File: config.mk
export PLATFORM = sky130hd
export DESIGN_NAME = axi_read_arbiter
export DESIGN_NICKNAME = d
export VERILOG_FILES = /design/src/rtl/axi_read_arbiter.sv
export SDC_FILE = /design/constraint.sdc
export NUM_CORES = 1
export LEC_CHECK = 0
export ABC_AREA = 1
export CAP_MARGIN = 20
export CORE_AREA = 4 4 102 104
export CTS_CLUSTER_SIZE = 20
export DETAILED_ROUTE_END_ITERATION = 12
export DIE_AREA = 0 0 106 108
export PLACE_DENSITY = 0.72
export SKIP_CTS_REPAIR_TIMING = 1
export SLEW_MARGIN = 20
export SYNTH_ARGS = -nofsm -noshare
export SYNTH_HDL_FRONTEND = slang
export SYNTH_SLANG_ARGS = --single-unit
File: constraint.sdc
create_clock -name clk -period 1.05 [get_ports clk]
set_input_delay 0.21 -clock clk [delete_from_list [all_inputs] [get_ports clk]]
set_output_delay 0.21 -clock clk [all_outputs]
set_load 0.02 [all_outputs]
File: src/rtl/axi_read_arbiter.sv
// 2:1 AXI read arbiter: round-robin AR grant, burst-locked R routing.
// Optional burst-length checker enabled by AXI_RD_ARB_LEN_CHECK_EN.
module axi_read_arbiter #(
    parameter int ADDR_W = 32,
    parameter int DATA_W = 32,
    parameter int ID_W   = 4,
    parameter int LEN_W  = 8
) (
    input  logic              clk,
    input  logic              reset,
    input  logic              s0_arvalid,
    output logic              s0_arready,
    input  logic [ADDR_W-1:0] s0_araddr,
    input  logic [ID_W-1:0]   s0_arid,
    input  logic [LEN_W-1:0]  s0_arlen,
    output logic              s0_rvalid,
    input  logic              s0_rready,
    output logic [DATA_W-1:0] s0_rdata,
    output logic [ID_W-1:0]   s0_rid,
    output logic [1:0]        s0_rresp,
    output logic              s0_rlast,
    input  logic              s1_arvalid,
    output logic              s1_arready,
    input  logic [ADDR_W-1:0] s1_araddr,
    input  logic [ID_W-1:0]   s1_arid,
    input  logic [LEN_W-1:0]  s1_arlen,
    output logic              s1_rvalid,
    input  logic              s1_rready,
    output logic [DATA_W-1:0] s1_rdata,
    output logic [ID_W-1:0]   s1_rid,
    output logic [1:0]        s1_rresp,
    output logic              s1_rlast,
    output logic              m_arvalid,
    input  logic              m_arready,
    output logic [ADDR_W-1:0] m_araddr,
    output logic [ID_W-1:0]   m_arid,
    output logic [LEN_W-1:0]  m_arlen,
    input  logic              m_rvalid,
    output logic              m_rready,
    input  logic [DATA_W-1:0] m_rdata,
    input  logic [ID_W-1:0]   m_rid,
    input  logic [1:0]        m_rresp,
    input  logic              m_rlast,
    output logic [1:0]        state,
    output logic              len_err
);

    typedef enum logic [1:0] {
        IDLE = 2'd0,
        ADDR = 2'd1,
        DATA = 2'd2
    } st_e;

    st_e  st_q, st_d;
    logic owner_q, owner_d;
    logic last_q, last_d;

    logic ar_hs;
    logic r_hs;

    assign ar_hs = m_arvalid & m_arready;
    assign r_hs  = m_rvalid & m_rready;

    // R payload is shared; only the owner sees rvalid
    assign s0_rdata = m_rdata;
    assign s0_rid   = m_rid;
    assign s0_rresp = m_rresp;
    assign s0_rlast = m_rlast;
    assign s1_rdata = m_rdata;
    assign s1_rid   = m_rid;
    assign s1_rresp = m_rresp;
    assign s1_rlast = m_rlast;

    // busy flag plus owner, owner masked while idle
    assign state = {st_q != IDLE, (st_q != IDLE) & owner_q};

    // state, owner and round-robin history registers
    always_ff @(posedge clk) begin
        if (!reset) begin
            st_q    <= IDLE;
            owner_q <= 1'b0;
            last_q  <= 1'b1;
        end else begin
            st_q    <= st_d;
            owner_q <= owner_d;
            last_q  <= last_d;
        end
    end

    // next-state, grant selection and handshake routing
    always_comb begin
        st_d       = st_q;
        owner_d    = owner_q;
        last_d     = last_q;
        s0_arready = 1'b0;
        s1_arready = 1'b0;
        s0_rvalid  = 1'b0;
        s1_rvalid  = 1'b0;
        m_arvalid  = 1'b0;
        m_rready   = 1'b0;
        m_araddr   = owner_q ? s1_araddr : s0_araddr;
        m_arid     = owner_q ? s1_arid   : s0_arid;
        m_arlen    = owner_q ? s1_arlen  : s0_arlen;
        unique case (st_q)
            IDLE: begin
                if (s0_arvalid | s1_arvalid) begin
                    st_d = ADDR;
                    if (s0_arvalid & s1_arvalid) begin
                        owner_d = ~last_q;
                    end else begin
                        owner_d = s1_arvalid;
                    end
                end
            end
            ADDR: begin
                m_arvalid  = 1'b1;
                s0_arready = ~owner_q & m_arready;
                s1_arready = owner_q & m_arready;
                if (m_arready) begin
                    st_d = DATA;
                end
            end
            DATA: begin
                s0_rvalid = ~owner_q & m_rvalid;
                s1_rvalid = owner_q & m_rvalid;
                m_rready  = owner_q ? s1_rready : s0_rready;
                if (m_rvalid & m_rready & m_rlast) begin
                    last_d = owner_q;
                    st_d   = IDLE;
                end
            end
            default: begin
                st_d = IDLE;
            end
        endcase
    end

`ifdef AXI_RD_ARB_LEN_CHECK_EN
    logic [LEN_W-1:0] len_q;
    logic [LEN_W:0]   beat_q;
    logic             err_q;
    logic [LEN_W:0]   beat_nxt;
    logic [LEN_W:0]   beats_exp;

    assign beat_nxt  = beat_q + {{LEN_W{1'b0}}, 1'b1};
    assign beats_exp = {1'b0, len_q} + {{LEN_W{1'b0}}, 1'b1};
    assign len_err   = err_q;

    // count beats and flag rlast placed on the wrong beat
    always_ff @(posedge clk) begin
        if (!reset) begin
            len_q  <= '0;
            beat_q <= '0;
            err_q  <= 1'b0;
        end else if (ar_hs) begin
            len_q  <= m_arlen;
            beat_q <= '0;
        end else if ((st_q == DATA) && r_hs) begin
            beat_q <= beat_nxt;
            if (m_rlast != (beat_nxt == beats_exp)) begin
                err_q <= 1'b1;
            end
        end
    end
`else
    assign len_err = 1'b0;
`endif

endmodule
Yosys cells after proc, flatten, opt, wreduce, memory -nomap -nowiden. Index checks and enable logic that the tools add are counted. Widths: inputs -> output; s select.

Bitwise gates (word level): 11. Equality and inequality tests: 5. Reduce and logical (&&, ||, !) cells: 5. Mux-type cells: 15.

Operator list (number): $mux 32 (1); $and 1x1->1 (8); $mux 1 (8); $mux 8 (1); $mux 2 (3); $ne 2x2->1 const B (3); $pmux 2 s3 (1); $mux 4 (1); $reduce_and 2->1 (2); $reduce_and 3->1 (1); $eq 2x1->1 const B (1); $eq 2x2->1 const B (1); $logic_not 2->1 (1); $not 1->1 (2); $reduce_bool 2->1 (1); $or 1x1->1 (1).

Register bits after elaboration: 4. Input bits: 135. Logic and storage cells: 39.

Logic depth before layout (Yosys ltp).
Depth in word-level cells: 5. Gate-level depth with buffers: 6. Gate-level depth less buffers: 6.

Worst setup path before layout. OpenSTA, ideal clock, no wires.

Path kind: reg-to-output. From: reg st_q[0]. To: out s0_arready. Data arrival time: 1162 ps. Stages on the path, launching flop included: 5. Setup slack: -322 ps. Buffers on the path: 0. Path through: dfxtp_1 -> inv_1 -> nor2_1 -> nand2_1 -> nor2_1.

Cells in the longest elaborated chain, start to end: 2.

RTL lines: start: declaration (RTL line 54) `st_e st_q, st_d;`; start signal: assignment (RTL line 84) `st_q <= st_d;`; $eq 2x1->1 (RTL line 104) `unique case (st_q)`; $mux 1 (RTL line 104); end: declaration (RTL line 12) `output logic s0_arready,`.

No other way between the ends.

Worst setup path after layout.
From: reg owner_q. To: out m_araddr[28].

Cells in the longest elaborated chain, start to end: 1.

RTL lines: start: declaration (RTL line 55) `logic owner_q, owner_d;`; start signal: assignment (RTL line 85) `owner_q <= owner_d;`; $mux 32 (RTL line 101) `m_araddr = owner_q ? s1_araddr : s0_araddr;`; end: declaration (RTL line 35) `output logic [ADDR_W-1:0] m_araddr,`.

No other way between the ends.

==> results.py <==
metrics = {
    "setup_path": {
        "path_buf_inv": 3,
        "cp-start-kind": "register",
        "cpPeakStageDelay_ps": 400,
        "crit_family": "buffers and inverters",
        "regToRegSetupSlack_ps": -130,
        "crit_path_end_kind": "output pin",
        "crit_path_top_delay_cell": "dfxtp_4",
        "crit_path_frequent_cell": "nand2_2",
        "critical_path_arrival_ps": 1200,
        "critPathMaxFanout": 6,
        "r2r_cells": 8,
        "regToRegEndpoint": "last_q",
        "crit_chain": "buf_12 > clkbuf_16 > nand2_2 > nand2_2 > buf_6",
        "crit_start": "owner_q",
        "crit_type": "register to output pin",
        "worstReg2RegStart": "owner_q",
        "required_ps": 840,
    },
    "die": {
        "start_util_pct": 14.6,
        "die_y_um": 108,
        "ioPinCount": 266,
        "die_w_um": 106,
        "core_mm2": 0.00955,
        "die-area_mm2": 0.0114,
        "rows": 36,
    },
    "layout": {
        "drive_gt1_share_pct": 54.7,
        "final_cell_mix": "clkdlybuf4s50_1 (95), nand2_2 (75), buf_6 (53), nand2_1 (51), nand2_4 (17)",
        "fin_nets": 488,
        "seq_area_um2": 88.8,
        "diodes": 0,
        "fin_util_pct": 34.9,
        "instances_no_fill": 484,
        "area_growth_syn_to_layout_pct": 140,
        "multi_input_area_mm2": 0.00103,
        "final_common_cell": "clkdlybuf4s50_1",
        "nFillCells": 1019,
    },
    "drt": {
        "drtIter0Drc": 80,
        "avgViaCountPerCell": 3.86,
        "dr_total_vias": 1869,
        "wl_met1_um": 2770,
        "wl_met2_um": 4160,
        "dr.max_layer_used": "met4",
        "routedWlPerCell_um": 16.5,
        "drc": 0,
        "first_pass_iters": 4,
        "totalWireLength_um": 7990,
        "routed-wl-met3_um": 826,
        "ant_nets": 0,
    },
    "global_route": {
        "track_usage_pct": 9.80,
        "grt-ovfl-total": 0,
        "grt_pass1_wl_um": 9000,
        "antenna_found_initial": 0,
        "grt_max_degree": 50,
        "grt_pass1_vias": 1752,
    },
    "pwr": {
        "pwr-share-seq_pct": 7.9,
        "p_leak_nw": 1.54,
        "powerDensity_mw_per_mm2": 693,
        "clkPwrFrac_pct": 14.5,
        "total_power_w": 0.00231,
        "intPower_w": 0.00138,
        "p_switching_w": 0.000926,
        "combPwrFrac_pct": 77.6,
        "vdd_ir_drop_max_mv": 0.681,
        "sw_frac_of_total_pct": 40.1,
    },
    "synth": {
        "synthDistinctLibCells": 13,
        "synth.largest_area_cell": "buf_4",
        "yosysTopAreaCellShare_pct": 45.9,
        "ys_ff_latch": 4,
        "ys_seq_area_share_pct": 5.76,
        "syn-cell-area_mm2": 0.00139,
        "syn_area_per_cell_um2": 5.29,
        "synthCells": 263,
        "postSynthNetCount": 398,
        "ys_warn_count": 0,
        "synth_area_leaders": "buf_4 (46%), nand2_1 (39%), dfxtp_1 (5.8%)",
    },
    "placed_design": {
        "dpl.hpwl_um": 5180,
        "place_congestion": 0.679,
        "portBuffers": 150,
        "dp.cells": 467,
        "dpl_worst_slack_ps": -742,
    },
    "min_path": {
        "holdPathEnd": "s0_rdata[4]",
        "hp-start": "m_rdata[4]",
        "hold_depth": 0,
        "hold_path.class": "input port to output pin",
    },
    "timing": {
        "fin_crit_sh_pct": 134,
        "fin_ws_ps": -358,
        "drv_slew": 0,
        "setup_viol": 54,
        "fmax_mhz": 710,
        "skew_ps": 3.84,
        "period_needed_ps": 1410,
        "grt_setup_unrepaired": "true",
        "hold_violations": 0,
    },
    "clock_network": {
        "clk_pin_slew_worst_paths_ps": 30,
        "cts_tree": "done",
        "h-tree-depth": 1,
        "cts.path.max_buffers": 2,
        "clk_latency_ps": 220,
        "clock-root-buffer": "clkbuf_8",
        "cts_buffers": 3,
        "clkSinkCount": 4,
    },
    "job": {
        "cap_viol_max_count": 0,
    },
    "run_status": {
        "violations": "negative setup slack",
        "status": "finished, violations left",
    },
}
[how the worst max path moves through the flow]
stage / to / depth (start not counted)
after floorplan: s0_rvalid / 4
after global placement: s0_rvalid / 4
after detailed placement: s1_rvalid / 4
after CTS: m_rready / 4
after global routing: m_araddr[22] / 5
final: m_araddr[28] / 5
[power by group through the flow]
stage | logic, W | clock network, W | registers, W
final | 0.00179 | 0.000336 | 0.000183
after detailed placement | 0.00141 | 0 | 0.000178
after CTS | 0.00141 | 0.000342 | 0.000176
after global routing | 0.00190 | 0.000356 | 0.000185
after global placement | 0.00139 | 0 | 0.000178
after floorplan | 0.00101 | 0 | 0.000179
[synth_stat cells]
cell / count
nor3_1: 2
inv_1: 8
inv_2: 1
nand2_1: 143
conb_1: 1
nand4_1: 1
buf_2: 4
o21ai_0: 1
a21oi_1: 4
buf_4: 85
nand3_1: 3
dfxtp_1: 4
nor2_1: 6
[sequential cells by signal, summed over array words and instances, names as in the netlist]
name     count
last_q       1
st_q         2
owner_q      1
[cells by family after synthesis]
| family | share of synthesized area (%) |
|---|---|
| compound gates | 1.80 |
| other cells | 0.270 |
| flops | 5.76 |
| buf+inv | 49.7 |
| simple gates | 42.4 |
[per-stage QoR]
step	hold WS [ps]	instance area (um^2)	setup TNS, ps
6_report	420	3330	-16680
5_1_grt	420	3330	-19370
4_1_cts	420	2710	-41990
3_5_place_dp	420	2670	-31570
3_3_place_gp	420	2670	-31000
2_1_floorplan	295	1550	-79.0
[area by class of cell]
type | count | share of cell area, %
Timing Repair Buffer | 174 | 58.6
Multi-Input combinational cell | 161 | 31.0
Tap cell | 133 | 4.99
Sequential cell | 4 | 2.66
Inverter | 9 | 1.46
Clock buffer | 3 | 1.24
[routing by layer]
layer,vias up,global-route usage (%)
met5,-,0
met3,31,4.36
li1,888,-
met1,823,9.09
met2,127,18.3
met4,0,4.81
Power figures use the tool's default switching activity.
